$ cat src/rtl/osc_pkg.sv
// osc_pkg: shared types and sizing helper for the oscillation monitor
package osc_pkg;
    typedef enum logic [1:0] {SEARCH, LONG, SHORT} state_t;
    typedef enum logic [1:0] {ERR_NONE, ERR_LONG_SHORT, ERR_LONG_LONG, ERR_SHORT_BAD} err_t;
    function automatic int cw_of(input int delay);
        return $clog2(2 * (delay + 2) + 1);
    endfunction
endpackage

$ cat src/rtl/sync_edge.sv
// sync_edge: 2-flop synchronizer with edge detect
// clk, rst_n (sync, active-low); d async input; sync synchronized level; rise/fall single-cycle edge flags
module sync_edge (
    input  logic clk,
    input  logic rst_n,
    input  logic d,
    output logic sync,
    output logic rise,
    output logic fall
);
    logic meta, prev;
    always_ff @(posedge clk) begin
        if (!rst_n) begin
            meta <= 1'b0;
            sync <= 1'b0;
            prev <= 1'b0;
        end else begin
            meta <= d;
            sync <= meta;
            prev <= sync;
        end
    end
    assign rise = sync & ~prev;
    assign fall = ~sync & prev;
endmodule

$ cat src/rtl/osc_monitor.sv
// osc_monitor: checks heartbeat long/short phase timing, reports lock, errors and stuck line
// clk, rst_n (sync, active-low); osc_in async heartbeat; long_on polarity of the long phase
// locked, err_pulse, err_code (last error), stuck (no edge for TIMEOUT), long_meas (last long phase length)
module osc_monitor
    import osc_pkg::*;
#(
    parameter int DELAY = 20,
    parameter int TOL = 2,
    parameter int LOCK_CNT = 4,
    localparam int CW = cw_of(DELAY)
) (
    input  logic          clk,
    input  logic          rst_n,
    input  logic          osc_in,
    input  logic          long_on,
    output logic          locked,
    output logic          err_pulse,
    output logic [1:0]    err_code,
    output logic          stuck,
    output logic [CW-1:0] long_meas
);
    localparam int GW = $clog2(LOCK_CNT + 1);
    localparam logic [CW-1:0] TIMEOUT = CW'(2 * (DELAY + 2));
    localparam logic [CW-1:0] LONG_MIN = CW'(DELAY + 1 - TOL);
    localparam logic [CW-1:0] LONG_LIM = CW'(DELAY + 2 + TOL);
    localparam logic [CW-1:0] SHORT_MAX = CW'(1 + TOL);
    localparam logic [CW-1:0] SHORT_LIM = CW'(2 + TOL);
    localparam logic [GW-1:0] LOCK_N = GW'(LOCK_CNT);
    state_t state, state_n;
    err_t code, code_n;
    logic [CW-1:0] run, run_n, meas_n;
    logic [GW-1:0] good, good_n;
    logic sync, rise, fall, s, edge_s, s_rise, s_fall;
    logic pol_q, chg, long_ok, long_ok_n, err_n, stuck_n, locked_n;
    sync_edge u_sync (
        .clk  (clk),
        .rst_n(rst_n),
        .d    (osc_in),
        .sync (sync),
        .rise (rise),
        .fall (fall)
    );
    // polarity-normalized level; any raw edge is an edge of s, its direction set by the new level
    assign s      = long_on ? sync : ~sync;
    assign edge_s = rise | fall;
    assign s_rise = edge_s & s;
    assign s_fall = edge_s & ~s;
    assign chg    = long_on != pol_q;
    assign err_code = code;
    always_comb begin
        state_n   = state;
        good_n    = good;
        long_ok_n = long_ok;
        meas_n    = long_meas;
        code_n    = code;
        err_n     = 1'b0;
        case (state)
            SEARCH: state_n = s_rise ? LONG : SEARCH;
            LONG: begin
                if (s_fall) begin
                    state_n   = SHORT;
                    long_ok_n = run >= LONG_MIN;
                    err_n     = !long_ok_n;
                    code_n    = err_n ? ERR_LONG_SHORT : code;
                    meas_n    = err_n ? long_meas : run;
                end else if (run >= LONG_LIM) begin
                    state_n = SEARCH;
                    err_n   = 1'b1;
                    code_n  = ERR_LONG_LONG;
                end
            end
            SHORT: begin
                if (s_rise) begin
                    state_n = LONG;
                    err_n   = run > SHORT_MAX;
                    code_n  = err_n ? ERR_SHORT_BAD : code;
                    good_n  = (err_n || !long_ok || good == LOCK_N) ? good : good + 1'b1;
                end else if (run >= SHORT_LIM) begin
                    state_n = SEARCH;
                    err_n   = 1'b1;
                    code_n  = ERR_SHORT_BAD;
                end
            end
            default: state_n = SEARCH;
        endcase
        good_n = err_n ? '0 : good_n;
        // a polarity change restarts acquisition silently, overriding anything evaluated this cycle
        if (chg) begin
            state_n   = SEARCH;
            good_n    = '0;
            long_ok_n = 1'b0;
            meas_n    = long_meas;
            code_n    = code;
            err_n     = 1'b0;
        end
        run_n    = chg ? '0 : edge_s ? CW'(1) : (run == TIMEOUT) ? run : run + 1'b1;
        stuck_n  = !chg && !edge_s && (stuck || run_n == TIMEOUT);
        locked_n = (good_n == LOCK_N) && !stuck_n;
    end
    always_ff @(posedge clk) begin
        if (!rst_n) begin
            state     <= SEARCH;
            run       <= '0;
            good      <= '0;
            long_ok   <= 1'b0;
            pol_q     <= long_on;
            code      <= ERR_NONE;
            err_pulse <= 1'b0;
            stuck     <= 1'b0;
            locked    <= 1'b0;
            long_meas <= '0;
        end else begin
            state     <= state_n;
            run       <= run_n;
            good      <= good_n;
            long_ok   <= long_ok_n;
            pol_q     <= long_on;
            code      <= code_n;
            err_pulse <= err_n;
            stuck     <= stuck_n;
            locked    <= locked_n;
            long_meas <= meas_n;
        end
    end
endmodule

$ cat config.mk
export PLATFORM = sky130hd
export DESIGN_NAME = osc_monitor
export DESIGN_NICKNAME = d
export VERILOG_FILES = /design/src/rtl/osc_pkg.sv /design/src/rtl/sync_edge.sv /design/src/rtl/osc_monitor.sv
export SDC_FILE = /design/constraint.sdc
export NUM_CORES = 1
export LEC_CHECK = 0
export CAP_MARGIN = 15
export CORE_MARGIN = 2
export CORE_UTILIZATION = 50
export DETAILED_ROUTE_END_ITERATION = 10
export PLACE_DENSITY = 0.84
export SLEW_MARGIN = 20
export SYNTH_ARGS = -nofsm -noshare
export SYNTH_HDL_FRONTEND = slang
export SYNTH_SLANG_ARGS = --single-unit
$ cat constraint.sdc
create_clock -name clk -period 1.6 [get_ports clk]
set_input_delay 0.24 -clock clk [delete_from_list [all_inputs] [get_ports clk]]
set_output_delay 0.24 -clock clk [all_outputs]
set_load 0.01 [all_outputs]
# ---- Yosys cells after proc, flatten, opt, wreduce, memory -nomap -nowiden
# Index checks and enable logic that the tools add are counted.
dict set report op_classes {
  bitwise 10
  n_eq_ne 11
  order_cmp 4
  add_sub_neg 2
  n_mux 27
  n_reduce_logical 18
}
# op n
set ops {}
lappend ops {{$mux W2} 10}
lappend ops {{$mux W6} 3}
lappend ops {{$mux W3} 5}
lappend ops {{$eq A6 B6 Y1 const B} 2}
lappend ops {{$ge A6 B5 Y1 const B} 2}
lappend ops {{$ne A3 B3 Y1 const B} 4}
lappend ops {{$add A6 B1 Y6 const B} 1}
lappend ops {{$eq A3 B3 Y1 const B} 2}
lappend ops {{$ge A6 B3 Y1 const B} 1}
lappend ops {{$gt A6 B2 Y1 const B} 1}
lappend ops {{$mux W1} 6}
lappend ops {{$pmux W2 S3} 1}
lappend ops {{$reduce_and A6 Y1} 1}
lappend ops {{$logic_not A1 Y1} 5}
lappend ops {{$not A1 Y1} 5}
lappend ops {{$and A1 B1 Y1} 4}
lappend ops {{$pmux W2 S2} 1}
lappend ops {{$reduce_and A2 Y1} 2}
lappend ops {{$reduce_and A4 Y1} 1}
lappend ops {{$add A3 B1 Y3 const B} 1}
lappend ops {{$logic_and A1 B1 Y1} 3}
lappend ops {{$logic_or A1 B1 Y1} 3}
lappend ops {{$eq A2 B1 Y1 const B} 1}
lappend ops {{$eq A2 B2 Y1 const B} 1}
lappend ops {{other kinds (6)} 6}
dict set report totals {
  out_inout_bits 11
  ff_bits 27
  in_bits 4
  elab_cells 85
}

# ---- Longest topological paths before layout
dict set report logic_depth {
  ltp_word 10
  mapped_depth 8
  depth_no_buf 7
}

# ---- Cells and area by module
# Synthesis repeated with hierarchy kept, for this count alone.
dict set report unflattened {
  hier_cells 148
  area_unflattened_um2 1417.6
}
# module cells_per_inst seq_area_each_um2 instances area_per_inst_um2
set modules_own_cells {}
lappend modules_own_cells {osc_monitor 140 480.5 1 1326.3}
lappend modules_own_cells {sync_edge 8 60.1 1 91.3}

# ---- Least setup slack after synthesis
# No wires, ideal clock.
dict set report synth_timing {
  path_type {register -> register}
  start {register run[0]}
  end {register stuck}
  path_slack_ns -0.170
  period_less_slack_ns 1.770
  t_required_ns 1.540
  t_arrival_ns 1.710
  path_stages_with_launch 9
  setup_ns 0.060
  path_buffers 1
  path_cell_list {dfxtp_1 -> clkbuf_1 -> inv_1 -> ha_1 -> a211o_1 -> o2111ai_1 -> o2111ai_1 -> o31ai_1 -> and2_1}
}
dict set report synth_via {
  elab_chain_cells 7
  elab_cells_between_ends 8
  cone_classes {add/sub: 1; eq/ne: 2; mux: 3; reduce/logical: 2}
}
# item line_no
set synth_rtl {}
lappend synth_rtl {{start, declared} osc_monitor.sv:31} ;# logic [CW-1:0] run, run_n, meas_n;
lappend synth_rtl {{start signal, assigned} osc_monitor.sv:114} ;# run <= run_n;
lappend synth_rtl {{$add A6 B1 Y6 / $eq A6 B6 Y1 (equally long branches)} osc_monitor.sv:96} ;# run_n = chg ? '0 : edge_s ? CW'(1) : (run == TIMEOUT) ? run : run + 1'b1;
lappend synth_rtl {{$mux W6 * (3 in a row)} osc_monitor.sv:96}
lappend synth_rtl {{$eq A6 B6 Y1 *} osc_monitor.sv:97} ;# stuck_n = !chg && !edge_s && (stuck || run_n == TIMEOUT);
lappend synth_rtl {{$logic_or A1 B1 Y1 *} osc_monitor.sv:97}
lappend synth_rtl {{$logic_and A1 B1 Y1 *} osc_monitor.sv:97}
lappend synth_rtl {{end signal, assigned} osc_monitor.sv:120} ;# stuck <= stuck_n;
lappend synth_rtl {{end, declared} osc_monitor.sv:19} ;# output logic stuck,
# Mark *: on every way between the ends. The rest lies on a longest branch, timed or not.
# A chain may end at the register's enable or synchronous reset.

# ---- Worst setup path after layout
dict set report layout_timing {
  start {register u_sync.sync}
  end {register good[2]}
}
dict set report layout_via {
  elab_chain_cells 8
  elab_cells_between_ends 15
  cone_classes {mux: 8; bitwise: 7}
}
# item line_no
set layout_rtl {}
lappend layout_rtl {{start, declared} sync_edge.sv:7} ;# output logic sync,
lappend layout_rtl {{start signal, assigned} sync_edge.sv:19} ;# sync <= meta;
lappend layout_rtl {{$not A1 Y1} {sync_edge.sv:24, osc_monitor.sv:44}}
lappend layout_rtl {{$and A1 B1 Y1 / $mux W1 (equally long branches)} {sync_edge.sv:24, osc_monitor.sv:44}}
lappend layout_rtl {{$or A1 B1 Y1 / $not A1 Y1 (equally long branches)} {osc_monitor.sv:45, osc_monitor.sv:47}}
lappend layout_rtl {{$and A1 B1 Y1, on equally long branches} {osc_monitor.sv:46, osc_monitor.sv:47}}
lappend layout_rtl {{$mux W1, or another cell as far along} osc_monitor.sv:73} ;# if (s_rise) begin
lappend layout_rtl {{$pmux W1 S2 / $mux W3 (equally long branches)} osc_monitor.sv:57} ;# case (state)
lappend layout_rtl {{$mux W3 *} osc_monitor.sv:86} ;# good_n = err_n ? '0 : good_n;
lappend layout_rtl {{$mux W3 *} osc_monitor.sv:88} ;# if (chg) begin
lappend layout_rtl {{end signal, assigned} osc_monitor.sv:115} ;# good <= good_n;
lappend layout_rtl {{end, declared} osc_monitor.sv:32} ;# logic [GW-1:0] good, good_n;
# Marks and branches as above.

==> out/summary.txt <==
Layout area overhead: 35.7%
outcome: finished, violations left
GR Util met2: 40.6%
CTS buffer count: 3
vias in the first global route: 1280
antenna violations before repair: 0
hpwl dp: 2470 µm
failing checks: negative setup slack
Placed Instances: 232
Max-Cap Viols: 0
fin crit share: 103%
Yosys warnings: 0
DRT Pass-1 Iters: 4
final hold violations: 0
sequential element share of the synthesized area: 37.4%
RSZ-0062 raised after global routing: yes
WL/cell: 13.7 µm
GRT Residual Overflow: 0
reg2reg setup slack: -0.05 ns
Max Clk Rate: 606 MHz
unique cell type count in the Yosys netlist: 41
post-synth top area cell: dfxtp_1
post-route insts no fill: 240
Leak: 0.762 nW
Rel. slew slack: 79.9%
crit start category: flop
CTS max path bufs: 2
CTS tree: yes
endpoint class of the critical path: flop
DRC Markers: 0
Placer Congestion: 0.924
share of layout cells above drive strength 1: 31.1%
GR Util met1: 24.1%
Design Power: 1.11 mW
clock sink count: 27
Die H: 57.7 µm
Psw: 0.271 mW
CP Launch Point: u_sync.sync
ANT cells: 0
latest clock arrival within the worst-skew pair: 0.34 ns
Sw Ratio: 24.4%
filler instances: 214
Die W: 57.7 µm
Sequential Power Share: 62.0%
Slew @ Worst Pin: 0.293 ns
Netlist Area Pre-Place: 1440 µm²
vias: 1315
routing usage on met3: 3.35%
top_reg_cell synth: dfxtp_1
worst path required time: 1.88 ns
Seq cells post-synth: 27
placement row count: 19
clock-pin slew on the worst setup and hold paths: 0.14 ns
most common cell in the netlist: dfxtp_1
min-delay src: long_on
gr usage total: 21.6%
Antenna Violating Nets Remaining: 0
Cells after Synth: 167
min Tclk post-route: 1.65 ns
Routed WL: 3290 µm
clock share of power: 26.8%
Boundary Pins: 15
min-delay worst type: primary input to flop
largest net degree at the start of global routing: 15
number of flops mapped to enable cells by yosys: 0
Util after Layout: 71.1%
Syn Area/Cell: 8.65 µm²
Internal Power: 0.840 mW
# port buffers: 14
Core Region: 2760 µm²
area share of the largest cell type after synthesis: 37.4%
die area: 3330 µm²
critical-path maximum fanout: 3
post-synth net total: 179
vias per cell: 5.48
crit path kind: flop to flop
first-pass GRT wire length: 5560 µm
Peak supply drop: 695 µV
Final TNS setup: -0.0821 ns
DP Worst Slack: -0.473 ns
clk_skew: 0.00552 ns
Slew Viols, Final: 0
Layout Nets: 222
top cells by count, synth: dfxtp_1 (27), nor2_1 (23), inv_1 (10), nand2_1 (10), mux2i_1 (9)
H-tree levels: 1
Critical R2R Launch: u_sync.sync
pwr dens: 567 nW/µm²
Initial Utilization: 52.4%
largest cells by area after synthesis: dfxtp_1 (37%), ha_1 (6.9%), mux2i_1 (6.2%)
number of setup violations in the final report: 5
Comb pwr share: 11.2%
FFs w/ async S/R, synth: 0%
WP data arrival: 1.93 ns
root buf cell: clkbuf_4
global route hottest layer: met2
First DRT Iteration DRCs: 34
final worst slack: -0.0508 ns
-- cells in the final DEF, fill, tap and decap left out, drive strengths merged, types with 2 or more instances in the layout --
cell type	instances
mux2i	9
o211ai	2
inv	10
nand4	4
buf	31
nor2b	8
nor2	23
nor4	2
o2111ai	2
ha	8
clkdlybuf4s50	13
nor3b	2
o22ai	3
nand3b	3
nand2	10
xnor2	3
and2	7
dfxtp	27
a21oi	7
nand2b	2
o21ai	8
clkbuf	4
or2	2
nand3	3
xor2	3
-- registers in the layout, indices dropped and copies added (netlist names) --
| register | cells |
|---|---|
| long_meas | 6 |
| run | 6 |
| good | 3 |
| err_code | 2 |
| state | 2 |
| err_pulse | 1 |
| locked | 1 |
| long_ok | 1 |
| pol_q | 1 |
| stuck | 1 |
| u_sync.meta | 1 |
| u_sync.prev | 1 |
| u_sync.sync | 1 |
-- timing repair --
action	CTS	global route
pin swaps	7	5
setup buffers	3	2
resized for setup	16	10
hold buffers	0	0
setup endpoints to repair	13	16
hold endpoints to repair	0	0
-- layout make-up --
| type | instances | area, µm² | area share [%] |
|---|---|---|---|
| multi-input combinational | 123 | 911 | 46.5 |
| sequential | 27 | 554 | 28.3 |
| timing repair buffer | 45 | 392 | 20.0 |
| tap | 31 | 38.8 | 1.98 |
| inverter | 10 | 37.5 | 1.92 |
| clock buffer | 4 | 26.3 | 1.34 |
-- critical path, stage by stage, from the launching register on --
cell and delay, ns:
dfxtp_2 0.38, and3b_2 0.23, or3b_4 0.39, a41oi_2 0.23, nand3_2 0.12, buf_6 0.15, nor2_2 0.09
-- metal layers --
layer	up-vias	wire, µm
met5	-	0
met4	0	61
met3	7	112
met2	26	1790
met1	622	1330
li1	660	-
-- through the flow --
step,hold WS (ns),cell area [µm²]
2_1_floorplan,0.268,1480
3_3_place_gp,0.414,1820
3_5_place_dp,0.428,1820
4_1_cts,0.416,1920
5_1_grt,0.414,1960
6_report,0.415,1960
-- power groups by stage --
stage	sequential, mW	clock [mW]	combinational [mW]
floorplan	0.702	0	0.0629
global placement	0.702	0	0.109
detailed placement	0.703	0	0.113
CTS	0.689	0.302	0.118
global route	0.691	0.332	0.135
finish	0.689	0.298	0.124
-- kinds of logic after synthesis --
logic type	Yosys count	synth area share, %
AO/OA/AOI/OAI	28	12.9
XOR/XNOR	6	3.64
adder cells (fa/ha/maj)	8	6.93
buffers and inverters	17	4.68
flip-flops	27	37.4
multiplexers	9	6.24
AND/OR/NAND/NOR	72	28.2
-- worst paths after layout --
| check | endpoint | cells after the start |
|---|---|---|
| setup / recovery | good[2] | 6 |
| hold / removal | pol_q | 2 |
| setup reg to reg | good[2] | 6 |
| hold reg to reg | err_code[0] | 2 |
No activity file was read; power rests on OpenSTA's default activity.
